--- src/rtl/sd_cmd_tx_if.sv ---
// sd_cmd_tx_if: command-line bus; master drives shift_enable/load/cmd_index/cmd_arg, slave returns ready/cmd_out/cmd_oe/done
interface sd_cmd_tx_if;
  logic        shift_enable;
  logic        load;
  logic [5:0]  cmd_index;
  logic [31:0] cmd_arg;
  logic        ready;
  logic        cmd_out;
  logic        cmd_oe;
  logic        done;
  modport master (output shift_enable, load, cmd_index, cmd_arg, input ready, cmd_out, cmd_oe, done);
  modport slave (input shift_enable, load, cmd_index, cmd_arg, output ready, cmd_out, cmd_oe, done);
endinterface

--- src/rtl/sd_cmd_tx.sv ---
// sd_cmd_tx: serializes 48-bit SD command frames (start, dir, index, arg, CRC7, end) onto CMD; ports clk, rst, bus (slave)
module sd_cmd_tx #(
  parameter int NUM_IDLE_BITS = 8
) (
  input  logic        clk,
  input  logic        rst,
  sd_cmd_tx_if.slave  bus
);
  typedef enum logic [1:0] {IDLE, SEND, GAP} state_t;
  state_t      state, state_d;
  logic [5:0]  bit_cnt;
  logic [7:0]  gap_cnt;
  logic [5:0]  idx;
  logic [31:0] arg;
  logic [6:0]  crc, crc_d;
  logic [47:0] frame;
  logic        cur_bit, tick_send, tick_gap;
  logic        out_q, oe_q, done_q, out_d, oe_d, done_d;
  assign frame     = {2'b01, idx, arg, crc, 1'b1};
  assign cur_bit   = frame[bit_cnt];
  assign crc_d     = {crc[5:0], 1'b0} ^ ({7{cur_bit ^ crc[6]}} & 7'h09);
  assign tick_send = state == SEND && bus.shift_enable;
  assign tick_gap  = state == GAP && bus.shift_enable;
  assign bus.ready   = state == IDLE;
  assign bus.cmd_out = out_q;
  assign bus.cmd_oe  = oe_q;
  assign bus.done    = done_q;
  always_ff @(posedge clk)
    if (rst) state <= IDLE;
    else     state <= state_d;
  always_comb
    state_d = (state == IDLE && bus.load)                    ? SEND :
              (tick_send && bit_cnt == 6'd0)                 ? GAP  :
              (tick_gap && gap_cnt == 8'd1)                  ? IDLE : state;
  always_comb begin
    out_d  = tick_send ? cur_bit : tick_gap ? 1'b1 : out_q;
    oe_d   = tick_send ? 1'b1 : tick_gap ? 1'b0 : oe_q;
    done_d = tick_gap && gap_cnt == 8'd1;
  end
  always_ff @(posedge clk)
    if (rst) begin
      out_q  <= 1'b1;
      oe_q   <= 1'b0;
      done_q <= 1'b0;
    end else begin
      out_q  <= out_d;
      oe_q   <= oe_d;
      done_q <= done_d;
    end
  always_ff @(posedge clk)
    if (rst) begin
      bit_cnt <= 6'd47;
      gap_cnt <= 8'd0;
      crc     <= 7'd0;
      idx     <= 6'd0;
      arg     <= 32'd0;
    end else if (state == IDLE) begin
      if (bus.load) begin
        idx     <= bus.cmd_index;
        arg     <= bus.cmd_arg;
        crc     <= 7'd0;
        bit_cnt <= 6'd47;
      end
    end else if (tick_send) begin
      if (bit_cnt >= 6'd8) crc <= crc_d;
      if (bit_cnt == 6'd0) gap_cnt <= 8'(NUM_IDLE_BITS);
      else                 bit_cnt <= bit_cnt - 6'd1;
    end else if (tick_gap) gap_cnt <= gap_cnt - 8'd1;
endmodule

--- src/flat_wrapper.sv ---
// flat-port wrapper written by rule: the top's interface ports become plain ports
module sd_cmd_tx_flat 
#(
  parameter int NUM_IDLE_BITS = 8
)
  (clk, rst, bus_shift_enable, bus_load, bus_cmd_index, bus_cmd_arg, bus_ready, bus_cmd_out, bus_cmd_oe, bus_done);
  sd_cmd_tx_if bus_i ();
  input  logic clk;
  input  logic rst;
  input wire logic [$bits(bus_i.shift_enable)-1:0] bus_shift_enable;
  input wire logic [$bits(bus_i.load)-1:0] bus_load;
  input wire logic [$bits(bus_i.cmd_index)-1:0] bus_cmd_index;
  input wire logic [$bits(bus_i.cmd_arg)-1:0] bus_cmd_arg;
  output wire logic [$bits(bus_i.ready)-1:0] bus_ready;
  output wire logic [$bits(bus_i.cmd_out)-1:0] bus_cmd_out;
  output wire logic [$bits(bus_i.cmd_oe)-1:0] bus_cmd_oe;
  output wire logic [$bits(bus_i.done)-1:0] bus_done;
  assign bus_i.shift_enable = bus_shift_enable;
  assign bus_i.load = bus_load;
  assign bus_i.cmd_index = bus_cmd_index;
  assign bus_i.cmd_arg = bus_cmd_arg;
  assign bus_ready = bus_i.ready;
  assign bus_cmd_out = bus_i.cmd_out;
  assign bus_cmd_oe = bus_i.cmd_oe;
  assign bus_done = bus_i.done;
  sd_cmd_tx #(.NUM_IDLE_BITS(NUM_IDLE_BITS)) u_core (.clk(clk), .rst(rst), .bus(bus_i));
endmodule
--- config.mk ---
export PLATFORM = sky130hd
export DESIGN_NAME = sd_cmd_tx_flat
export DESIGN_NICKNAME = d
export VERILOG_FILES = /design/src/rtl/sd_cmd_tx_if.sv /design/src/rtl/sd_cmd_tx.sv /design/src/flat_wrapper.sv
export SDC_FILE = /design/constraint.sdc
export NUM_CORES = 1
export LEC_CHECK = 0
export ABC_CLOCK_PERIOD_IN_PS = 3800
export CAP_MARGIN = 20
export CORE_MARGIN = 1.5
export CORE_UTILIZATION = 40
export CTS_CLUSTER_DIAMETER = 100
export CTS_CLUSTER_SIZE = 14
export DETAILED_ROUTE_END_ITERATION = 6
export PLACE_DENSITY = 0.66
export SETUP_SLACK_MARGIN = 0.5
export SYNTH_ARGS = -nofsm -noshare
export SYNTH_HDL_FRONTEND = slang
export SYNTH_SLANG_ARGS = --single-unit
--- constraint.sdc ---
create_clock -name clk -period 3.8 [get_ports clk]
set_input_delay 0.57 -clock clk [delete_from_list [all_inputs] [get_ports clk]]
set_output_delay 0.57 -clock clk [all_outputs]
set_load 0.05 [all_outputs]
==> flow_summary.yaml <==
global_route:
  grt_max_degree: 41
  grt_overflow: 0
  grt_pass1_wl_um: 10400
  grt_pass1_vias: 2279
  track_usage_pct: 17.5
  antenna_found_initial: 0
yosys:
  avgSynthCellArea_sq_um: 8.25
  synth_common_cells: "91 x nand2_1, 64 x dfxtp_1, 51 x a21oi_1"
  synthArstFlopShare_pct: 0
  synth_area_sq_mm: 0.00285
  yosysTopAreaCell: "dfxtp_1"
  netlist.area_leader.share_pct: 45.0
  synthesis.nets: 391
  yosysWarnings: 0
  ys_ff_latch: 64
  yosysMostFrequentCell: "nand2_1"
  yosysSeqAreaShare_pct: 45.0
  syn_inst: 345
  synth_cell_type_count: 39
  synth_area_leaders: "dfxtp_1 45%, nand2_1 12%, a21oi_1 9.0%"
  synth_edf_count: 0
  synth_ff_type: "dfxtp_1"
timing:
  relSlewSlack_pct: 42.7
  hold_violations: 0
  finalCriticalPeriod_ps: 2510
  tns_ps: 0
  slew_viol_final: 0
  clock_skew_ps: 5.40
  setup_viol: 0
  rsz0062_at_grt: "false"
  max_freq_ghz: 0.398
  fin_crit_sh_pct: 66.2
  tightest_slew_ps: 859
place:
  routabilityCongestion: 0.831
  placed_area_sq_mm: 0.00333
  hpwlAfterDp_um: 4250
  io_buffer_count: 45
finish:
  stdcell_area_sq_mm: 0.00353
  fin_nets: 425
  num_antenna_cells: 0
  areaGrowthSynthToFinish_pct: 24.1
  drive_above_1_share_pct: 8.07
clock_tree:
  hold_buffers: 0
  clkLatencyLatePin_ps: 330
  h-tree-depth: 3
  tritoncts: "done"
  numCtsBuffers: 9
  cts_sinks: 64
  cts_resized: 0
  postCtsSetupBuffers: 0
  cts_root_buffer: "clkbuf_8"
  cts.clk_slew.worst_paths_ps: 70
  cts_buffer_depth: 2
die:
  chipWidth_um: 87.3
  fp.dieH_um: 87.3
  core_area_sq_mm: 0.00683
  die-area_sq_mm: 0.00763
  ios: 46
  rows: 30
  initial_core_util_pct: 41.6
routing:
  wl_met1_um: 2860
  dr_wl_met3_um: 228
  drc_errors: 0
  drtPass1Iterations: 4
  wl_per_cell_um: 12.6
  top_layer_used: "met4"
  postRouteWirelength_um: 6070
  route.met2.wl_um: 2890
  ant_nets: 0
  num_vias: 2386
  drt-initial-drc-count: 104
  via_per_inst: 4.97
setup_path:
  cp_slowest_stage_delay_ps: 880
  required_ps: 4020
  r2r_cells: 7
  crit_chain: "mux4_2 -> mux2_2 -> nand2_1 -> o311ai_1 -> o21ai_2 -> a21oi_1 -> or2_2"
  critPathCaptureType: "flip-flop"
  rr_endpoint: "u_core.bus.cmd_out"
  path_max_fanout: 17
  r2r_slack_ps: 1290
  crit_type: "flip-flop to flip-flop"
  r2r_start: "u_core.bit_cnt[0]"
  worstSetupStartpointType: "flip-flop"
  slowest_stage: "dfxtp_1"
  cp.arrival_ps: 2730
power:
  peakVddDrop_v: 0.000227
  p_total_w: 0.00144
  power.density_mw_per_mm2: 409
  leakage_nw: 1.39
worst_hold_path:
  hold_class: "flip-flop to flip-flop"
  hold_start: "u_core.arg[23]"
  min_path_cells: 2
  hold_end: "u_core.arg[23]"
status:
  status: "complete, no violations"
job:
  drv_cap: 0
[placed cells by master, fill, tap and decap left out, drive strengths merged, types with 6 or more instances in the layout]
cell type and count:
nor2 17, dfxtp 64, mux2i 6, clkbuf 13, xnor2 8, inv 8
mux4 8, nor3 14, nand2 91, nand3 9, clkdlybuf4s50 44, a21oi 51
[state kept, by name (all words and copies together) (netlist names)]
name / cells
u_core.arg: 32
u_core.bit_cnt: 6
u_core.bus.cmd_oe: 1
u_core.bus.cmd_out: 1
u_core.bus.done: 1
u_core.crc: 7
u_core.gap_cnt: 8
u_core.idx: 6
u_core.state: 2
[routing by layer]
layer	GRT usage [%]	vias up
li1	-	1235
met1	22.4	1100
met2	28.0	43
met3	5.21	8
met4	6.20	0
met5	0	-
[cell type report]
class	count	area, sq um
clock buffer	13	159
clock inverter	3	40.0
fill	673	3300
inverter	8	30.0
multi-input combinational	248	1430
sequential	64	1280
tap	96	120
timing repair buffer	48	468
[where the power goes]
group	switching, W	leakage [nW]	total (W)	internal (W)
clock	0.000240	0.103	0.000577	0.000337
sequential	0.0000176	0.522	0.000716	0.000698
combinational	0.0000743	0.760	0.000150	0.0000758
total	0.000332	1.39	0.00144	0.00111
[kinds of logic after synthesis]
| logic type | after synthesis | synth area share, % |
|---|---|---|
| AOI/OAI and AO/OA | 67 | 13.1 |
| xor gates and xnor gates | 13 | 4.00 |
| adders and majority gates | 4 | 1.76 |
| buffers and inverters | 33 | 4.57 |
| DFF | 64 | 45.0 |
| muxes | 15 | 8.84 |
| and+or+nand+nor | 149 | 22.7 |
[critical path, delay by kind of cell (launching register included)]
kind	cells	cell delay, ps
multiplexers	2	870
AND/OR/NAND/NOR	2	330
flip-flops	1	880
AO/OA/AOI/OAI	3	320
[metrics by stage]
stage	hold WS (ps)	util, %	instances	setup WS, ps
2_1_floorplan	433	-	345	1800
3_3_place_gp	440	48.8	464	1260
3_5_place_dp	447	48.8	464	1240
4_1_cts	456	51.7	480	1260
5_1_grt	479	51.7	480	1070
6_report	455	51.7	480	1290
[worst max-delay path by stage]
stage | from | to | slack [ps] | depth (start not counted)
finish | u_core.bit_cnt[0] | u_core.bus.cmd_out | 1290 | 7
floorplan | u_core.bit_cnt[0] | u_core.gap_cnt[5] | 1800 | 11
CTS | u_core.bit_cnt[0] | u_core.bus.cmd_out | 1260 | 7
global placement | bus_shift_enable | u_core.gap_cnt[7] | 1260 | 8
global route | u_core.bit_cnt[0] | u_core.bus.cmd_out | 1070 | 6
detailed placement | bus_shift_enable | u_core.gap_cnt[5] | 1240 | 8
Power figures use the tool's default switching activity.
